## config.mk

```make
export PLATFORM = sky130hd
export DESIGN_NAME = spi_slave_rx
export DESIGN_NICKNAME = d
export VERILOG_FILES = /design/src/rtl/spi_pkg.sv /design/src/rtl/spi_rx_fifo.sv /design/src/rtl/spi_slave_rx.sv
export SDC_FILE = /design/constraint.sdc
export NUM_CORES = 1
export LEC_CHECK = 0
export ABC_AREA = 1
export CORE_ASPECT_RATIO = 1.25
export CORE_UTILIZATION = 58
export DETAILED_ROUTE_END_ITERATION = 8
export PLACE_DENSITY = 0.85
export SYNTH_ARGS = -nofsm -noshare
export SYNTH_HDL_FRONTEND = slang
export SYNTH_SLANG_ARGS = --single-unit
```

## constraint.sdc

```tcl
create_clock -name m_clk -period 3.54 [get_ports m_clk]
set_input_delay 1.062 -clock m_clk [delete_from_list [all_inputs] [get_ports m_clk]]
set_output_delay 1.062 -clock m_clk [all_outputs]
set_load 0.05 [all_outputs]
```

## src/rtl/spi_pkg.sv

```systemverilog
// Shared constants and types for the SPI receive slice.
`timescale 1ns/1ps
package spi_pkg;
  localparam int SPI_WORD_W      = 8;
  localparam int SPI_CNT_W       = 3;
  localparam int DEF_FIFO_DEPTH  = 4;
  localparam int DEF_SYNC_STAGES = 2;

  typedef enum logic {
    IDLE  = 1'b0,
    SHIFT = 1'b1
  } spi_state_e;

  function automatic logic rise_edge(input logic cur, input logic prev);
    return cur & ~prev;
  endfunction
endpackage

```

## src/rtl/spi_rx_fifo.sv

```systemverilog
// Single-clock show-ahead byte buffer with full/empty flags.
`timescale 1ns/1ps
module spi_rx_fifo
  import spi_pkg::*;
#(
  parameter int DEPTH = DEF_FIFO_DEPTH
) (
  input  logic                  clk,
  input  logic                  rst,
  input  logic                  wr_en,
  input  logic [SPI_WORD_W-1:0] wr_data,
  input  logic                  rd_en,
  output logic [SPI_WORD_W-1:0] rd_data,
  output logic                  full,
  output logic                  empty
);
  localparam int AW = $clog2(DEPTH);
  localparam int CW = AW + 1;
  localparam logic [CW-1:0] DEPTH_C = CW'(DEPTH);

  logic [SPI_WORD_W-1:0] mem_q [DEPTH];
  logic [AW-1:0]         wr_ptr_q, wr_ptr_d;
  logic [AW-1:0]         rd_ptr_q, rd_ptr_d;
  logic [CW-1:0]         count_q, count_d;
  logic                  wr_fire, rd_fire;

  assign full    = (count_q == DEPTH_C);
  assign empty   = (count_q == '0);
  assign rd_data = empty ? '0 : mem_q[rd_ptr_q];

  // A pop frees the head slot in the same cycle, so a push at full still lands.
  always_comb begin
    rd_fire  = rd_en & ~empty;
    wr_fire  = wr_en & (~full | rd_fire);
    wr_ptr_d = wr_ptr_q + AW'(wr_fire);
    rd_ptr_d = rd_ptr_q + AW'(rd_fire);
    count_d  = count_q + CW'(wr_fire) - CW'(rd_fire);
  end

  always_ff @(posedge clk) begin
    if (rst) begin
      wr_ptr_q <= '0;
      rd_ptr_q <= '0;
      count_q  <= '0;
    end else begin
      wr_ptr_q <= wr_ptr_d;
      rd_ptr_q <= rd_ptr_d;
      count_q  <= count_d;
    end
  end

  always_ff @(posedge clk) begin
    if (wr_fire) mem_q[wr_ptr_q] <= wr_data;
  end
endmodule

```

## src/rtl/spi_slave_rx.sv

```systemverilog
// SPI mode-0 receive-only slave: synchronizers, edge detect, framing FSM,
// shift register and a byte buffer toward the m_clk consumer.
`timescale 1ns/1ps
module spi_slave_rx
  import spi_pkg::*;
#(
  parameter int FIFO_DEPTH  = DEF_FIFO_DEPTH,
  parameter int SYNC_STAGES = DEF_SYNC_STAGES
) (
  input  logic                  m_clk,
  input  logic                  rst,
  input  logic                  spi_clk,
  input  logic                  spi_cs,
  input  logic                  spi_mosi_in,
  input  logic                  data_rd,
  output logic [SPI_WORD_W-1:0] data_out,
  output logic                  data_av,
  output logic                  overrun,
  output logic                  frame_err
);
  logic [SYNC_STAGES-1:0] sclk_sync_q, sclk_sync_d;
  logic [SYNC_STAGES-1:0] cs_sync_q,   cs_sync_d;
  logic [SYNC_STAGES-1:0] mosi_sync_q, mosi_sync_d;
  logic                   sclk_hist_q, cs_hist_q;
  logic                   sclk_s, cs_s, mosi_s;

  spi_state_e             state_q, state_d;
  logic [SPI_CNT_W-1:0]   cnt_q, cnt_d;
  // The eighth bit goes straight into the buffer, so only seven are held.
  logic [SPI_WORD_W-2:0]  shift_q, shift_d;
  logic                   frame_err_q, frame_err_d;
  logic                   overrun_q, overrun_d;

  logic                   sample, cs_fall, cs_rise, push;
  logic [SPI_WORD_W-1:0]  push_data;
  logic                   fifo_full, fifo_empty;

  always_comb begin
    sclk_sync_d = {sclk_sync_q[SYNC_STAGES-2:0], spi_clk};
    cs_sync_d   = {cs_sync_q[SYNC_STAGES-2:0],   spi_cs};
    mosi_sync_d = {mosi_sync_q[SYNC_STAGES-2:0], spi_mosi_in};
  end

  assign sclk_s = sclk_sync_q[SYNC_STAGES-1];
  assign cs_s   = cs_sync_q[SYNC_STAGES-1];
  assign mosi_s = mosi_sync_q[SYNC_STAGES-1];

  // Synchronizers preset to the bus idle levels so reset never fakes an edge.
  always_ff @(posedge m_clk) begin
    if (rst) begin
      sclk_sync_q <= '0;
      cs_sync_q   <= '1;
      mosi_sync_q <= '0;
      sclk_hist_q <= 1'b0;
      cs_hist_q   <= 1'b1;
    end else begin
      sclk_sync_q <= sclk_sync_d;
      cs_sync_q   <= cs_sync_d;
      mosi_sync_q <= mosi_sync_d;
      sclk_hist_q <= sclk_s;
      cs_hist_q   <= cs_s;
    end
  end

  always_comb begin
    cs_fall     = rise_edge(cs_hist_q, cs_s);
    cs_rise     = rise_edge(cs_s, cs_hist_q);
    sample      = (state_q == SHIFT) & rise_edge(sclk_s, sclk_hist_q) & ~cs_s;
    push_data   = {shift_q, mosi_s};
    state_d     = state_q;
    cnt_d       = cnt_q;
    shift_d     = shift_q;
    frame_err_d = 1'b0;
    push        = 1'b0;
    case (state_q)
      IDLE: begin
        if (cs_fall) begin
          state_d = SHIFT;
          cnt_d   = '0;
          shift_d = '0;
        end
      end
      SHIFT: begin
        if (cs_rise) begin
          state_d     = IDLE;
          frame_err_d = (cnt_q != '0);
        end else if (sample) begin
          shift_d = push_data[SPI_WORD_W-2:0];
          cnt_d   = cnt_q + 1'b1;
          push    = (cnt_q == '1);
        end
      end
      default: state_d = IDLE;
    endcase
    overrun_d = overrun_q | (push & fifo_full & ~data_rd);
  end

  always_ff @(posedge m_clk) begin
    if (rst) begin
      state_q     <= IDLE;
      cnt_q       <= '0;
      shift_q     <= '0;
      frame_err_q <= 1'b0;
      overrun_q   <= 1'b0;
    end else begin
      state_q     <= state_d;
      cnt_q       <= cnt_d;
      shift_q     <= shift_d;
      frame_err_q <= frame_err_d;
      overrun_q   <= overrun_d;
    end
  end

  spi_rx_fifo #(
    .DEPTH (FIFO_DEPTH)
  ) u_fifo (
    .clk     (m_clk),
    .rst     (rst),
    .wr_en   (push),
    .wr_data (push_data),
    .rd_en   (data_rd),
    .rd_data (data_out),
    .full    (fifo_full),
    .empty   (fifo_empty)
  );

  assign data_av   = ~fifo_empty;
  assign overrun   = overrun_q;
  assign frame_err = frame_err_q;
endmodule

```

==> results.md <==
* TritonCTS Buffers at 9
* # DRC at 0
* Netlist Area Pre-Place at 0.00247 mm2
* Cts repair resizes at 0
* M1 GR Usage at 0.253
* Syn_nets at 278
* Worst Hold Path EP: sclk_sync_q[1]
* Worst Hold Class: reg2reg
* Unrepaired setup endpoints after global routing: false
* Required time worst endpoint at 2.48 ns
* Detailed placement HPWL at 2.77 mm
* Synth unique cells at 21
* Met3 usage at 0.0842
* GRT overflow at 0
* Worst hold margin at 0.406 ns
* First-pass DRT Iterations at 4
* # Post-CTS Setup Buffers at 0
* Register area share after synthesis at 0.616
* Met2 usage at 0.354
* Initial drt markers at 74
* R2R cell count at 10
* Height of the chip at 74.9 um
* Crit path time final at 3.21 ns
* Pin count of the biggest net entering global routing at 19
* Crit Path Class: reg2out
* Reg2reg setup slack at 1.34 ns
* Worst-path fanout max at 18
* MaxCap Viol Count at 0
* Row cnt at 26
* Via count at 1711
* Die Area at 0.00452 mm2
* RR Startpoint: u_fifo.count_q[1]
* Wirelength per Cell at 12.0 um
* Core Footprint at 0.00410 mm2
* Layout cells sized above 1 at 0.0928
* Largest cells by area after synthesis: edfxtp_1 (39%), dfxtp_1 (23%), nor2_1 (10%), nand2_1 (5.2%), inv_1 (5.0%)
* Worst-margin pin slew at 0.607 ns
* Synthesized instance count at 264
* FF+latch count, synth at 60
* Initial Util at 0.602
* CTS tree: yes
* GRT Util Overall at 0.224
* WHS Path Cells at 2
* Worst setup EP type: output port
* Top-Level Pins at 17
* Status: completed
* IO Port Bufs at 16
* Final setup violation count at 0
* Post-synth top area share at 0.389
* Hold Fails Final Rpt at 0
* P per Cell Area at 757 mW/mm2
* Leak at 1.22 nW
* Worst-Skew Late Latency at 0.33 ns
* GPL Wtd Cong at 0.719
* Critical Path AT at 2.15 ns
* Vias in the first global route at 1603
* DR vias/cell at 4.93
* Clock Sinks at 60
* Worst VDD drop at 0.000468 V
* Worst min-delay path startpoint: sclk_sync_q[0]
* Reg clk slew, reported paths at 0.06 ns
* Routed WL at 4.17 mm
* Hold-fix buffers at CTS at 0
* CP startpoint kind: flip-flop
* CTS max path bufs at 2
* Synth area leader: edfxtp_1
* Slew Limit Headroom at 0.594
* First-pass GRT wire length at 7.02 mm
* Fin Clk Skew at 0.00817 ns
* Layout Nets at 300
* Die Wd at 60.4 um
* Synthesis-to-layout area growth at 17.1%
* # diodes at 0
* Final slew viol count at 0
* Synth Warn # at 0
* CTS root buffer: clkbuf_8
* CTS H-tree depth at 3
* Final period util at 0.906
* Highest clock rate at 312 MHz
* Mean Syn Cell Area at 9.35 um2
* Antenna violations before repair at 0
* ANT nets after route at 0
* Busiest grt layer: met2
* Total negative slack at 0 ns
* FF-to-FF End: u_fifo.count_q[2]
[state kept, by name, summed over array words and instances, names as in the netlist]
signal,cells
shift_q,7
overrun,1
state_q,1
u_fifo.count_q,3
u_fifo.mem_q,32
sclk_hist_q,1
sclk_sync_q,2
cs_sync_q,2
u_fifo.rd_ptr_q,2
frame_err,1
mosi_sync_q,2
cnt_q,3
cs_hist_q,1
u_fifo.wr_ptr_q,2
[power breakdown]
group | switching [mW] | internal, mW
clock network | 0.249 | 0.390
registers | 0.0545 | 0.773
logic | 0.488 | 0.234
total | 0.792 | 1.40
[worst max-delay path: stages (launching register included)]
cell and delay, ns:
dfxtp_2 0.54, nor2_1 0.11, nor2_1 0.09, o21ai_0 0.08, a21oi_1 0.18, clkdlybuf4s50_1 0.82
[layout by cell type, fill, tap and decap left out]
| cell type | netlist | routed |
|---|---|---|
| a21oi_1 | 16 | 16 |
| buf_4 | 2 | 5 |
| bufinv_16 | 0 | 2 |
| clkbuf_1 | 2 | 1 |
| clkbuf_8 | 0 | 9 |
| clkdlybuf4s50_1 | 0 | 16 |
| clkinv_1 | 0 | 1 |
| clkinv_2 | 0 | 3 |
| dfxtp_1 | 28 | 27 |
| dfxtp_2 | 0 | 1 |
| edfxtp_1 | 32 | 32 |
| fa_1 | 1 | 1 |
| ha_1 | 7 | 7 |
| inv_1 | 33 | 33 |
| inv_2 | 1 | 1 |
| nand2_1 | 34 | 34 |
| nand2_2 | 2 | 2 |
| nand3_1 | 7 | 7 |
| nand4_1 | 2 | 2 |
| nor2_1 | 67 | 67 |
| nor2_2 | 2 | 2 |
| o21ai_0 | 16 | 16 |
| or2_2 | 2 | 2 |
| xnor2_1 | 2 | 2 |
| xor2_1 | 2 | 2 |
[layout make-up]
type	count	area, um2
clock inverters	6	78.8
flip-flops and latches	60	1520
well taps	56	70.1
repair buffers	21	198
multi-input cells	160	767
fillers	325	1210
clock buffers	10	128
inverters	34	128
[Yosys cell counts (all sizes together)]
cell type and instances:
nand2 36, xor2 2, nor2 69, dfxtp 28
fa 1, ha 7, clkbuf 3, o21ai 16
inv 34, or2 2, edfxtp 32, xnor2 2
nand4 2, buf 7, a21oi 16, nand3 7
[metrics by stage]
stage	power (mW)	setup slack (ns)	std cells	area, um2	util
2_1_floorplan	1.36	0.869	264	2470	-
3_3_place_gp	1.53	0.568	331	2680	0.655
3_5_place_dp	1.56	0.471	331	2680	0.655
4_1_cts	2.20	0.0854	347	2890	0.705
5_1_grt	2.32	0.155	347	2890	0.705
6_report	2.19	0.333	347	2890	0.705
[per-layer routing]
layer  routed length, um  vias up  part of all wire
li1                    -      883                 -
met1                1790      778              0.43
met2                2120       40              0.51
met3                 167       10             0.040
met4                  90        0             0.022
met5                   0        -                 0
[worst max-delay path by stage]
| stage | start | endpoint |
|---|---|---|
| after floorplan | u_fifo.rd_ptr_q[0] | data_out[5] |
| after global placement | u_fifo.rd_ptr_q[0] | data_out[5] |
| after detailed placement | u_fifo.rd_ptr_q[0] | data_out[7] |
| after CTS | u_fifo.rd_ptr_q[0] | data_out[3] |
| after global routing | u_fifo.rd_ptr_q[0] | data_out[3] |
| final | u_fifo.rd_ptr_q[0] | data_out[7] |
[logic make-up (layout without fill, tap and decap cells)]
logic type / after synthesis / count (layout) / share of synthesized area
and+or+nand+nor: 116 / 116 / 0.188
buffers and inverters: 44 / 71 / 0.0730
adders and majority gates: 8 / 8 / 0.0436
xor gates and xnor gates: 4 / 4 / 0.0142
DFF: 60 / 60 / 0.616
AOI/OAI and AO/OA: 32 / 32 / 0.0649
Power figures use the tool's default switching activity.
